## config.mk

```make
export PLATFORM = sky130hd
export DESIGN_NAME = snake_score_tracker
export DESIGN_NICKNAME = d
export VERILOG_FILES = /design/src/rtl/snake_pkg.sv /design/src/rtl/snake_player_counter.sv /design/src/rtl/snake_score_tracker.sv
export SDC_FILE = /design/constraint.sdc
export NUM_CORES = 1
export LEC_CHECK = 0
export ABC_AREA = 1
export ABC_CLOCK_PERIOD_IN_PS = 5500
export CAP_MARGIN = 10
export CORE_MARGIN = 4
export CORE_UTILIZATION = 50
export CTS_CLUSTER_SIZE = 12
export DETAILED_ROUTE_END_ITERATION = 7
export DONT_BUFFER_PORTS = 1
export SYNTH_ARGS = -nofsm -noshare
export SYNTH_HDL_FRONTEND = slang
export SYNTH_HIERARCHICAL = 1
export SYNTH_SLANG_ARGS = --single-unit
export TNS_END_PERCENT = 1
```

## constraint.sdc

```tcl
create_clock -name clk -period 5.5 [get_ports clk]
set_input_delay 1.65 -clock clk [delete_from_list [all_inputs] [get_ports clk]]
set_output_delay 1.65 -clock clk [all_outputs]
set_load 0.01 [all_outputs]
```

## src/rtl/snake_pkg.sv

```systemverilog
// snake_pkg: shared phase encoding and constants for the snake score tracker
package snake_pkg;
  typedef enum logic [1:0] {
    PH_IDLE = 2'd0,
    PH_PLAY = 2'd1,
    PH_OVER = 2'd2
  } phase_t;
  localparam int FOOD_W = 2;
  localparam int LEVEL_MAX = 15;
endpackage

```

## src/rtl/snake_player_counter.sv

```systemverilog
// snake_player_counter: saturating score and length registers for one snake
module snake_player_counter
  import snake_pkg::*;
#(
  parameter int W = 16,
  parameter int INIT_LEN = 3,
  parameter int MAX_LEN = 64
) (
  input  logic              clk,
  input  logic              reset,
  input  logic              clear,
  input  logic              inc_en,
  input  logic [FOOD_W-1:0] value,
  output logic [W-1:0]      score,
  output logic [W-1:0]      length
);
  logic [FOOD_W-1:0] pts;
  logic [W:0] sum;
  // zero-valued food still counts as one point
  assign pts = (value == '0) ? FOOD_W'(1) : value;
  assign sum = {1'b0, score} + {{(W + 1 - FOOD_W){1'b0}}, pts};
  always_ff @(posedge clk) begin
    if (reset || clear) begin
      score  <= '0;
      length <= W'(INIT_LEN);
    end else if (inc_en) begin
      score  <= sum[W] ? '1 : sum[W-1:0];
      length <= (length == W'(MAX_LEN)) ? length : length + W'(1);
    end
  end
endmodule

```

## src/rtl/snake_score_tracker.sv

```systemverilog
// snake_score_tracker: multi-snake score/length, game phase, level and high score.
// SNAKE_SCORE_TRACKER_HISCORE_EN builds the session high-score register.
module snake_score_tracker
  import snake_pkg::*;
#(
  parameter int NUM_PLAYERS = 2,
  parameter int W = 16,
  parameter int INIT_LEN = 3,
  parameter int MAX_LEN = 64,
  parameter int LEVEL_STEP = 5
) (
  input  logic                       clk,
  input  logic                       reset,
  input  logic                       start,
  input  logic [NUM_PLAYERS-1:0]     eaten,
  input  logic [2*NUM_PLAYERS-1:0]   food_value,
  input  logic [NUM_PLAYERS-1:0]     collide,
  output logic [W*NUM_PLAYERS-1:0]   score,
  output logic [W*NUM_PLAYERS-1:0]   length,
  output logic [3:0]                 level,
  output logic [1:0]                 phase,
  output logic                       game_over,
  output logic [W-1:0]               hi_score
);
  localparam int SW = $clog2(2 * LEVEL_STEP);
  phase_t state, state_n;
  logic allowed, clear, any_max, lvl_up;
  logic [SW-1:0] step, step_sum;
  assign allowed = (state == PH_PLAY) && !(|collide);
  assign clear = (state == PH_OVER) && start;
  for (genvar p = 0; p < NUM_PLAYERS; p++) begin : g_player
    snake_player_counter #(.W(W), .INIT_LEN(INIT_LEN), .MAX_LEN(MAX_LEN)) u_cnt (
      .clk    (clk),
      .reset  (reset),
      .clear  (clear),
      .inc_en (eaten[p] && allowed),
      .value  (food_value[FOOD_W*p +: FOOD_W]),
      .score  (score[W*p +: W]),
      .length (length[W*p +: W])
    );
  end
  always_comb begin
    any_max = 1'b0;
    step_sum = step;
    for (int p = 0; p < NUM_PLAYERS; p++) begin
      any_max = any_max | (length[W*p +: W] == W'(MAX_LEN));
      step_sum = step_sum + SW'(eaten[p] && allowed);
    end
    lvl_up = step_sum >= SW'(LEVEL_STEP);
    state_n = (state == PH_IDLE) ? (start ? PH_PLAY : PH_IDLE) :
              (state == PH_PLAY) ? ((|collide || any_max) ? PH_OVER : PH_PLAY) :
              (start ? PH_PLAY : PH_OVER);
  end
  always_ff @(posedge clk) begin
    if (reset) state <= PH_IDLE;
    else state <= state_n;
  end
  // LEVEL_STEP >= NUM_PLAYERS keeps step_sum below 2*LEVEL_STEP, so one subtract suffices
  always_ff @(posedge clk) begin
    if (reset || clear) begin
      step  <= '0;
      level <= '0;
    end else if (lvl_up) begin
      step  <= step_sum - SW'(LEVEL_STEP);
      level <= (level == 4'(LEVEL_MAX)) ? level : level + 4'd1;
    end else begin
      step  <= step_sum;
    end
  end
  assign phase = state;
  assign game_over = (state == PH_OVER);
`ifdef SNAKE_SCORE_TRACKER_HISCORE_EN
  logic [W-1:0] hi_q, hi_max;
  always_comb begin
    hi_max = hi_q;
    for (int p = 0; p < NUM_PLAYERS; p++)
      hi_max = (score[W*p +: W] > hi_max) ? score[W*p +: W] : hi_max;
  end
  always_ff @(posedge clk) begin
    if (reset) hi_q <= '0;
    else hi_q <= hi_max;
  end
  assign hi_score = hi_q;
`else
  assign hi_score = '0;
`endif
endmodule
```

==> summary by stage <==
Timing
At the pin with the least slew margin, the transition time is 0.944 ns. The sum of negative setup slack is 0 ns. The number of endpoints failing setup at the final stage is 0. The time the final worst path needs with I/O delays and setup is 3.41 ns. Based on the critical path, the design can be clocked at up to 0.294 GHz.

The count of pins over their slew limit is 0. The count of final hold-check violations was 0. The smallest hold slack is 0.565 ns. Once routing completed, OpenROAD measured the worst setup slack at 2.09 ns. Dividing the final minimum period by the clock period gives 0.619. Setup repair after global routing left no endpoint under its margin. On the final layout, the worst clock skew is 0.0124 ns. In this run the tightest slew margin relative to its limit is 0.370.

Drt
The final routed wire length divided by cell count is 12.9 µm. Detailed routing inserted a total of 4,355 vias. The total iterations of the first detailed-routing run is 4.

The number of nets with antenna violations after detailed routing is 0. The count of routing violations after the opening detailed-route iteration is 182. The remaining routing DRC violations is 0.

The total wire length after detailed routing is 11.2 mm. Using the TritonRoute via totals, the vias-per-cell ratio works out to 5.04.

Power
Of the total power, combinational logic draws 0.039. VDD sags by at most 0.0000932 V. The share of total power dissipated in the clock network is 0.426. Of the total power, the share spent switching nets is 0.243. The power density of the placed cells is 202 nW/µm².

The analysis attributes to net switching a power of 0.000247 W. The analysis attributes to cell leakage a power of 2.07 nW. The sequential group share of total power is 0.535. The overall power after layout is 0.00101 W. Internal power comes to 0.000768 W.

Place
The HPWL after detailed placement is 8.26 mm. At the end of routability-driven placement, the weighted congestion stood at 0.826. The total of buffers placed on input and output ports is 0. In this run the cell area measured after placement is 4830 µm². Prior to clock tree synthesis, the placed netlist has a worst setup slack of 1.74 ns.

Die
The floorplan core area is 9330 µm². For this configuration, the core starts out at a cell density of 0.519. The die is 106 µm wide.

The die area is 11,300 µm². After floorplanning, the core was divided into 35 placement rows. The floorplan step set the die height to 106 µm. For this design the top-level I/O count stands at 98.

Clock tree
Post-CTS repair changed the size of 0 cells. TritonCTS built the clock tree. CTS built an H-tree with a depth of 3. The number of buffers created by CTS is 9. Once the clock tree was built, the setup fixing pass inserted 0 buffers.

The clock passes through at most 2 buffers. The clock sink count is 74. Clock latency on the worst-skew pair, taken at its later pin, is 0.35 ns. Clock-pin slew was measured on the worst setup and hold paths at 0.08 ns.

The master cell of the clock root buffer is sky130_fd_sc_hd__clkbuf_8. The hold buffer count at cts is 0.

Worst hold path
The path class of the lowest-slack min-delay path is flip-flop to flip-flop. The launch instance of the worst min-delay path is g_player[1].u_cnt/score[0]. Counting instances, the worst hold path has a depth of 2. The worst hold path endpoint is g_player[1].u_cnt/score[0].

Synth
Counting flops and latches in the post-synthesis netlist gives 74. Dividing the synthesized area by the synthesized cell count gives 6.60 µm². Synthesis produced 733 cells.

The synthesized design spends more area on one cell type than any other, namely sky130_fd_sc_hd__dfxtp_1. Of the post-synthesis cell area, the dominant cell type holds 0.306. Of all flip-flops after synthesis, the portion carrying an async set or reset was 0.

The share of the Yosys chip area taken by registers is 0.306. After synthesis, the cell types taking the most area are sky130_fd_sc_hd__dfxtp_1 (31%), sky130_fd_sc_hd__nand2_1 (16%), sky130_fd_sc_hd__nor2_1 (7.3%). The unique cell type count in the Yosys netlist is 37.

The cell area after synthesis is 4840 µm². The commonest register cell after synthesis is sky130_fd_sc_hd__dfxtp_1. The synthesis warning total is 6. The count of flip-flops with a built-in enable after synthesis is 0.

Status
The run finished with clean final reports.

GRT
The number of global-route vias before repair is 3,954. Across every metal layer, demand over resource in global routing totals 0.205. The global-route wire length before repair is 19.2 mm. The residual overflow from global routing is 0. Entering global routing, the biggest net connects 25 pins. The initial antenna violation count was 0.

Setup path
Traced cell by cell, the critical path runs through nor3_1 > inv_1 > nor2_1 > buf_4 > fa_1 > inv_1 > nand2_1 > nand3_2 > nand2_2 > nand2_1 > nand2_1 > a21oi_1. The critical path arrival is 3.69 ns. The number of buffers and inverters on the critical path is 3. In this run the critical register-to-register path is launched from phase[0]. Counting cells, the worst reg-to-reg path comes to 13. By startpoint and endpoint, the worst setup path is classified as input pin to flip-flop. The cell family contributing the most delay on the critical path is simple AND/OR/NAND/NOR gates. The worst setup path is captured at a flip-flop.

In this run the register-to-register setup slack is 2.87 ns. In this run the critical register-to-register path is captured at level[3]. The required time of the critical path is 5.78 ns. The most frequent cell on the critical path is sky130_fd_sc_hd__nand2_1. The largest driver fanout on the critical path is 20. The type of element launching the critical path is an input pin. The maximum cell stage delay along the critical path is 0.48 ns. The library cell contributing the largest single delay on the critical path is sky130_fd_sc_hd__fa_1.

Final layout
The net count of the finished layout is 754. After routing the design area is 5030 µm². Relative to the synthesized area, the layout overhead comes to 3.98%. The antenna diode count is 0.

Of the cells placed in the final design, the portion with a size suffix greater than 1 is 0.0980. The library cell used most frequently in the layout, excluding fill and tap cells, is sky130_fd_sc_hd__nand2_1. The library cells used most frequently in the layout, excluding fill and tap cells, are sky130_fd_sc_hd__nand2_1 (208), sky130_fd_sc_hd__nor2_1 (94), sky130_fd_sc_hd__inv_1 (89).

Job
The max-capacitance violation count is 0.
-- stage by stage --
step | util | instances
6_report | 0.539 | 864
3_3_place_gp | 0.518 | 848
4_1_cts | 0.539 | 864
2_1_floorplan | - | 748
5_1_grt | 0.539 | 864
3_5_place_dp | 0.518 | 848
-- cell type report --
| cell class | count | area, µm² |
|---|---|---|
| Tap cell | 129 | 161 |
| Timing Repair Buffer | 2 | 15.0 |
| Multi-Input combinational cell | 550 | 2820 |
| Sequential cell | 74 | 1480 |
| Clock inverter | 6 | 66.3 |
| Inverter | 93 | 350 |
| Clock buffer | 10 | 138 |
| Fill cell | 971 | 4300 |
-- worst max-delay path by stage --
stage                           from       end  slack [ns]  cells past startpoint
final                     collide[1]  level[3]        2.09                     12
after floorplan           collide[1]  level[0]        2.18                     10
after detailed placement  collide[1]  level[1]        1.74                     12
after global routing      collide[1]  level[2]        1.84                     13
after global placement    collide[1]  level[3]        1.86                     12
after CTS                 collide[1]  level[3]        2.11                     12
-- worst register-to-register path, cell delays in order (launching register included) --
cell	delay, ns
sky130_fd_sc_hd__dfxtp_1	0.47
sky130_fd_sc_hd__nand2_1	0.09
sky130_fd_sc_hd__nor3_1	0.29
sky130_fd_sc_hd__inv_1	0.10
sky130_fd_sc_hd__nor2_1	0.10
sky130_fd_sc_hd__buf_4	0.27
sky130_fd_sc_hd__fa_1	0.49
sky130_fd_sc_hd__inv_1	0.12
sky130_fd_sc_hd__nand2_1	0.10
sky130_fd_sc_hd__nand3_2	0.13
sky130_fd_sc_hd__nand2_2	0.12
sky130_fd_sc_hd__nand2_1	0.12
sky130_fd_sc_hd__nand2_1	0.07
sky130_fd_sc_hd__a21oi_1	0.12
-- layer usage --
layer	global-route usage	wire, µm
met5	0	0
met4	0.0666	131
met3	0.0540	792
met2	0.318	4930
met1	0.276	5310
-- cell usage after synthesis (3+ instances only) --
master and count:
sky130_fd_sc_hd__nor2_1 94, sky130_fd_sc_hd__inv_2 3, sky130_fd_sc_hd__fa_1 3, sky130_fd_sc_hd__or2_1 3, sky130_fd_sc_hd__dfxtp_1 74, sky130_fd_sc_hd__xor2_1 19
sky130_fd_sc_hd__xnor2_1 6, sky130_fd_sc_hd__nand3_2 5, sky130_fd_sc_hd__buf_6 3, sky130_fd_sc_hd__ha_1 10, sky130_fd_sc_hd__nand2_1 208, sky130_fd_sc_hd__nor2_2 13
sky130_fd_sc_hd__nand4_1 25, sky130_fd_sc_hd__nand2_2 6, sky130_fd_sc_hd__a21oi_1 31, sky130_fd_sc_hd__a31oi_1 6, sky130_fd_sc_hd__or2_2 4, sky130_fd_sc_hd__buf_4 16
sky130_fd_sc_hd__clkbuf_1 6, sky130_fd_sc_hd__nand3_1 55, sky130_fd_sc_hd__nor3_1 10, sky130_fd_sc_hd__nand3b_1 3, sky130_fd_sc_hd__nand2_4 4, sky130_fd_sc_hd__inv_1 89
sky130_fd_sc_hd__a21oi_2 11, sky130_fd_sc_hd__o21ai_0 7
-- cells by family after synthesis --
kind of cell               after synthesis  synth area share
xor gates and xnor gates                25            0.0453
AOI/OAI and AO/OA                       57            0.0701
buffers and inverters                  124             0.123
and+or+nand+nor                        439             0.417
DFF                                     74             0.306
adders and majority gates               13            0.0383
other                                    1          0.000775
-- state kept, by name, summed over array words and instances (netlist names) --
signal and count:
step 4, level 4, g_player.u_cnt/score 32, g_player.u_cnt/length 32
phase 2
-- power groups by stage --
stage | Clock (W) | Combinational (W) | Sequential [W]
final | 0.000432 | 0.0000399 | 0.000543
after CTS | 0.000447 | 0.0000402 | 0.000543
after global routing | 0.000470 | 0.0000459 | 0.000543
after detailed placement | 0 | 0.0000401 | 0.000555
after floorplan | 0 | 0.0000426 | 0.000554
after global placement | 0 | 0.0000390 | 0.000555
Power figures use the tool's default switching activity.
